$ cat src/rtl/fns_stim_sig.sv
// LFSR stimulus source and 40-bit MISR signature sink for a two-input/five-output DUT.
// One vector per cycle, done NVEC edges after start; no backpressure, start ignored while running.
module fns_stim_sig #(
   parameter logic [7:0]  SEED = 8'hA5,
   parameter int unsigned NVEC = 16
) (
   input  logic        clk,
   input  logic        reset,
   input  logic        start,
   input  logic [7:0]  out1,
   input  logic [7:0]  out2,
   input  logic [7:0]  out3,
   input  logic [7:0]  out4,
   input  logic [7:0]  out5,
   output logic [7:0]  in1,
   output logic [7:0]  in2,
   output logic        busy,
   output logic        done,
   output logic [7:0]  count,
   output logic [39:0] signature
);

   typedef enum logic [1:0] {ST_IDLE, ST_RUN, ST_DONE} state_t;

   // An all-zero seed would lock the LFSR, so it is promoted to 8'h01.
   localparam logic [7:0]  SEED_LD   = (SEED == 8'h00) ? 8'h01 : SEED;
   localparam logic [8:0]  NVEC_W    = 9'(NVEC);
   localparam logic [39:0] MISR_POLY = 40'h00_0000_0039;

   function automatic logic [7:0] lfsr_step(input logic [7:0] v);
      return {1'b0, v[7:1]} ^ (v[0] ? 8'hB8 : 8'h00);
   endfunction

   function automatic logic [7:0] nib_swap(input logic [7:0] v);
      return {v[3:0], v[7:4]};
   endfunction

   state_t      state_q, state_d;
   logic [7:0]  lfsr_q, lfsr_d;
   logic [7:0]  in1_q, in1_d;
   logic [7:0]  in2_q, in2_d;
   logic        busy_q, busy_d;
   logic        done_q, done_d;
   logic [7:0]  count_q, count_d;
   logic [39:0] sig_q, sig_d;

   logic [39:0] capture;
   logic [7:0]  lfsr_nxt;
   logic        last_vec;

   always_comb begin
      state_d  = state_q;
      lfsr_d   = lfsr_q;
      in1_d    = in1_q;
      in2_d    = in2_q;
      busy_d   = busy_q;
      done_d   = done_q;
      count_d  = count_q;
      sig_d    = sig_q;
      capture  = {out5, out4, out3, out2, out1};
      lfsr_nxt = lfsr_step(lfsr_q);
      last_vec = (({1'b0, count_q} + 9'd1) == NVEC_W);

      case (state_q)
         ST_IDLE, ST_DONE: begin
            if (start) begin
               lfsr_d  = SEED_LD;
               in1_d   = SEED_LD;
               in2_d   = nib_swap(SEED_LD);
               count_d = 8'd0;
               sig_d   = 40'd0;
               if (NVEC_W == 9'd0) begin
                  state_d = ST_DONE;
                  busy_d  = 1'b0;
                  done_d  = 1'b1;
               end else begin
                  state_d = ST_RUN;
                  busy_d  = 1'b1;
                  done_d  = 1'b0;
               end
            end
         end
         ST_RUN: begin
            // The vector on in1/in2 this cycle is the one whose response is captured now.
            sig_d   = {sig_q[38:0], 1'b0} ^ (sig_q[39] ? MISR_POLY : 40'd0) ^ capture;
            count_d = count_q + 8'd1;
            if (last_vec) begin
               state_d = ST_DONE;
               busy_d  = 1'b0;
               done_d  = 1'b1;
            end else begin
               lfsr_d = lfsr_nxt;
               in1_d  = lfsr_nxt;
               in2_d  = nib_swap(lfsr_nxt);
            end
         end
         default: begin
            state_d = ST_IDLE;
            busy_d  = 1'b0;
            done_d  = 1'b0;
         end
      endcase
   end

   always_ff @(posedge clk or posedge reset) begin
      if (reset) begin
         state_q <= ST_IDLE;
         lfsr_q  <= 8'd0;
         in1_q   <= 8'd0;
         in2_q   <= 8'd0;
         busy_q  <= 1'b0;
         done_q  <= 1'b0;
         count_q <= 8'd0;
         sig_q   <= 40'd0;
      end else begin
         state_q <= state_d;
         lfsr_q  <= lfsr_d;
         in1_q   <= in1_d;
         in2_q   <= in2_d;
         busy_q  <= busy_d;
         done_q  <= done_d;
         count_q <= count_d;
         sig_q   <= sig_d;
      end
   end

   assign in1       = in1_q;
   assign in2       = in2_q;
   assign busy      = busy_q;
   assign done      = done_q;
   assign count     = count_q;
   assign signature = sig_q;

endmodule

$ cat config.mk
export PLATFORM = sky130hd
export DESIGN_NAME = fns_stim_sig
export DESIGN_NICKNAME = d
export VERILOG_FILES = /design/src/rtl/fns_stim_sig.sv
export SDC_FILE = /design/constraint.sdc
export NUM_CORES = 1
export LEC_CHECK = 0
export CORE_ASPECT_RATIO = 0.9
export CORE_MARGIN = 2
export CORE_UTILIZATION = 47
export DETAILED_ROUTE_END_ITERATION = 8
export PLACE_DENSITY_LB_ADDON = 0.12
export SETUP_SLACK_MARGIN = 0.5
export SLEW_MARGIN = 20
export SYNTH_ARGS = -nofsm -noshare
export SYNTH_HDL_FRONTEND = slang
export SYNTH_SLANG_ARGS = --single-unit
export TNS_END_PERCENT = 100
$ cat constraint.sdc
create_clock -name clk -period 5.4 [get_ports clk]
set_input_delay 0.81 -clock clk [delete_from_list [all_inputs] [get_ports clk]]
set_output_delay 0.81 -clock clk [all_outputs]
set_load 0.01 [all_outputs]
-- Word-level counts from Yosys, hierarchy flattened
Index checks and enable logic that the tools add are counted.
- mux-type cells: 21
- reduce and logical (&&, ||, !) cells: 6
- bitwise logic cells: 3
- eq/ne operators: 6
- $add $sub $neg: 2
- operators with widths (kind ; number):
    one-hot mux 40 bit (2 select lines) ; 1
    two-way mux 8 bit ; 6
    one-hot mux 8 bit (2 select lines) ; 3
    two-way mux 40 bit ; 1
    XOR 40 bit ; 1
    XOR 40 x 6 -> 40 bit ; 1
    adder 8 x 1 -> 9 bit (second input constant) ; 1
    == test 9 x 5 -> 1 bit (second input constant) ; 1
    adder 8 x 1 -> 8 bit (second input constant) ; 1
    XOR 7 x 8 -> 8 bit ; 1
    two-way mux 6 bit ; 1
    inequality test 2 bit (second input constant) ; 3
    two-way mux 1 bit ; 4
    two-way mux 2 bit ; 2
    one-hot mux 1 bit (2 select lines) ; 2
    one-hot mux 2 bit (2 select lines) ; 1
    AND reduction 2 bit ; 2
    AND reduction 3 bit ; 1
    == test 2 x 1 -> 1 bit (second input constant) ; 1
    == test 2 bit (second input constant) ; 1
    zero test 2 bit ; 1
    nonzero test 2 bit ; 1
    OR reduction 2 bit ; 1
- input bits: 43
- bits in registers: 68
- output and inout port bits: 66
- word-level logic and storage cells: 45

-- Longest topological paths before layout
- word-level depth: 4
- gate-level depth with buffers: 7
- gate-level depth less buffers: 5

-- Worst setup path before layout
Ideal clock, no wire load.
- path type: input -> register
- from: in start
- to: reg count_q[6], in the netlist count[6]
- data required time: 5.323 ns
- buffers on the path: 2
- setup slack: 3.807 ns
- stages on the path: 6
- arrival: 1.516 ns
- library setup time: 0.077 ns
- cells stage by stage: and2b_1 nor2_4 buf_6 buf_6 nand2_1 o21ai_1
- word-level cells in the longest chain between the ends: 2
- RTL lines (element ; RTL line ; RTL):
    start: declaration ; 9 ; input logic start,
    inequality test 2 bit (no line) ; n/a ;
    AND reduction 2 bit (no line) ; n/a ;
    end signal: assignment ; 122 ; count_q <= count_d;
    end: declaration ; 44 ; logic [7:0] count_q, count_d;
No other way between the ends.
A chain may end at the register's enable or synchronous reset.

-- Worst setup path after layout
- from: in start
- to: reg in2_q[3], in the netlist in2[3]
- word-level cells in the longest chain between the ends: 2
- RTL lines (element ; RTL line ; RTL):
    inequality test 2 bit (no line) ; n/a ;
    AND reduction 3 bit (no line) ; n/a ;
    end signal: assignment ; 119 ; in2_q <= in2_d;
    end: declaration ; 41 ; logic [7:0] in2_q, in2_d;
No other way between the ends.

==> flow_summary.yaml <==
clock_tree:
  cts_root_buffer: "clkbuf_8"
  cts_max_level: 3
  cts_resized: 0
  cts_tree: "built"
  clockBufferDepth: 2
  clock_latency_ns: 0.32
  path_clk_slew_ns: 0.06
  cts_buffers: 9
  cts_hold_buf: 0
  post_cts_buffers: 0
  cts_num_sinks: 59
status:
  status: "complete, no violations"
critical_path:
  cp_slowest_cell: "nor2_4"
  timing.rr.end: "in2[3]"
  cp.arrival_ns: 2.51
  worstReg2RegStart: "state_q[0]"
  max_stage_delay_ns: 0.49
  cpLargestDelayFamily: "simple AND/OR/NAND/NOR gates"
  cp_data_required_time_ns: 5.60
  crit_fanout: 26
  start_kind: "primary input"
  path_buf_inv: 2
  path_cells: "clkdlybuf4s50_1, and2b_1, nor2_4, buf_16, a41oi_4, o32a_1"
  r2r_slack_ns: 3.36
  crit_cells: 6
  crit_type: "in2reg"
  end_kind: "flip-flop"
  r2r_cells: 5
yosys:
  ys_warn_count: 0
  ys_types: 37
  synth_edf_count: 0
  ys_ff_latch: 59
  synth_fp_nets: 317
  synth_top_family_by_area: "XOR/XNOR gates"
  synth-seq-area-share_pct: 51.6
  yosys.area_share.simple_pct: 11.2
  netlist_instances: 273
  synth-xor-area-share_pct: 15.0
  synth_top_area_share_pct: 51.6
  async_reset_ff_share_pct: 100
  synth_fa_ha_area_share_pct: 0.437
  synthMuxAreaShare_pct: 1.49
  synth.area.top_cells: "dfrtp_1 52%, xnor2_1 13%, nand2_1 6.6%, o21ai_0 5.2%, o21ai_1 3.5%"
  yosysTopAreaCell: "dfrtp_1"
  syn_area_um2: 2860
  synth_ff_type: "dfrtp_1"
  synth_compound_area_share_pct: 14.4
  avgSynthCellArea_um2: 10.5
floorplanning:
  io_pins: 109
  die_w_um: 86.2
  placementRows: 26
  dieArea_um2: 6730
  core_area_um2: 5790
  start_util_pct: 49.4
  die_h_um: 78.0
route:
  drc: 0
  drtAntennaViolNets: 0
  initialDrtViolationCount: 89
  via_count: 2221
  first_pass_iters: 4
  viasPerCell: 4.97
  routedWlPerCell_um: 14.6
  finalWirelength_um: 6530
global_routing:
  met2_usage_pct: 30.5
  met3_usage_pct: 7.87
  track_usage_pct: 20.5
  gr-max-usage-layer: "met2"
  antenna_found_initial: 0
  gr-usage-met1_pct: 27.8
  grt_max_degree: 60
  overflow: 0
  grt_pass1_wl_um: 10700
  first_global_vias: 2272
hold_path:
  min_from: "signature[34]"
  hold_class: "reg2reg"
  min_to: "signature[34]"
  hold_path_depth: 2
timing:
  worst_slew_pin_slew_ns: 0.931
  drv_slew: 0
  hold_ws_ns: 0.523
  fin_crit_sh_pct: 42.7
  fmax_ghz: 0.434
  hold_violations: 0
  rsz0062_at_grt: "false"
  slew_headroom_pct: 37.9
  period_needed_ns: 2.31
  finalSetupTns_ns: 0
  setup_viol: 0
  skew_ns: 0.00266
placed_design:
  io_buffers: 108
  hpwl_um: 4370
  gp_congestion: 0.810
layout:
  layout-drive-gt1-share_pct: 6.90
  ff_latch_area_um2: 1480
  synthToLayoutAreaGrowth_pct: 43.7
  fill_cells: 443
  multi_input_area_um2: 1220
  diodes: 0
  finalNetCount: 416
power_and_ir_drop:
  leakagePower_nw: 1.63
  peakVddDrop_uv: 381
  powerDensity_nw_per_um2: 659
flow_run:
  drv_cap: 0
[how the worst max path moves through the flow]
| stage | start | end | slack, ns |
|---|---|---|---|
| global placement | start | in2[3] | 2.60 |
| floorplan | reset | busy | 3.13 |
| global route | start | in2[3] | 3.01 |
| finish | start | in2[3] | 3.09 |
| detailed placement | start | count[5] | 2.57 |
| CTS | start | in2[3] | 2.92 |
[tightest hold or removal path, stage by stage (launching register included)]
cell and delay [ns]:
dfrtp_1 0.38, nand2_1 0.05, o21ai_0 0.06
[metrics by stage]
stage                     util (%)  cell area (µm²)  setup slack [ns]  instances  power, mW
after floorplan                  -             2860              3.13        273       1.73
after detailed placement      67.2             3890              2.57        430       2.32
after CTS                     70.5             4080              2.92        446       2.72
after global routing          71.0             4110              3.01        447       2.91
final                         71.0             4110              3.09        447       2.71
after global placement        67.2             3890              2.60        430       2.29
[cell type report]
| type | instances | share of cell area [%] |
|---|---|---|
| Multi-Input combinational cell | 187 | 29.7 |
| Clock buffer | 15 | 4.54 |
| Sequential cell | 59 | 35.9 |
| Clock inverter | 1 | 0.122 |
| Tap cell | 70 | 2.13 |
| Timing Repair Buffer | 110 | 27.2 |
| Inverter | 5 | 0.457 |
[cells in the final DEF, fill, tap and decap left out, drive strengths merged, types with 2 or more instances in the layout]
master | synthesis | layout
dfrtp | 59 | 59
xor2 | 5 | 5
nand3 | 2 | 2
inv | 5 | 5
clkdlybuf4s50 | 0 | 108
o2bb2ai | 2 | 2
clkbuf | 4 | 15
buf | 18 | 2
nand2 | 50 | 50
nand4 | 2 | 2
nand2b | 4 | 4
o32ai | 2 | 2
and3 | 3 | 3
a2bb2oi | 2 | 2
a31oi | 2 | 2
xnor2 | 44 | 44
nor2 | 7 | 7
o21ai | 50 | 50
mux2i | 3 | 3
[registers in the layout, indices dropped and copies added, names as in the netlist]
register,cells
busy,1
count,8
done,1
in1,7
in2,1
signature,40
state_q,1
[metal layers]
metal | vias to the layer above | wire [µm]
li1 | 1092 | -
met1 | 1051 | 3070
met2 | 72 | 2930
met3 | 6 | 470
met4 | 0 | 68
met5 | - | 0
[power breakdown]
group          internal (mW)  switching, mW  total, mW
registers              0.678          0.252      0.930
logic                  0.786          0.613       1.40
clock network          0.217          0.160      0.377
[synth_stat cells (all sizes together), types with 3 or more instances]
master   n
and3     3
buf     18
clkbuf   4
dfrtp   59
inv      5
mux2i    3
nand2   50
nand2b   4
nor2     7
o21ai   50
xnor2   44
xor2     5
[logic make-up (layout without fill, tap and decap cells)]
logic type / count (synthesis) / after routing
simple gates: 71 / 71
fa+ha+maj: 1 / 1
compound gates: 63 / 63
flops: 59 / 59
mux: 3 / 3
xor+xnor: 49 / 49
buf+inv: 27 / 131
Note: power is estimated with default switching activity, not from simulation.
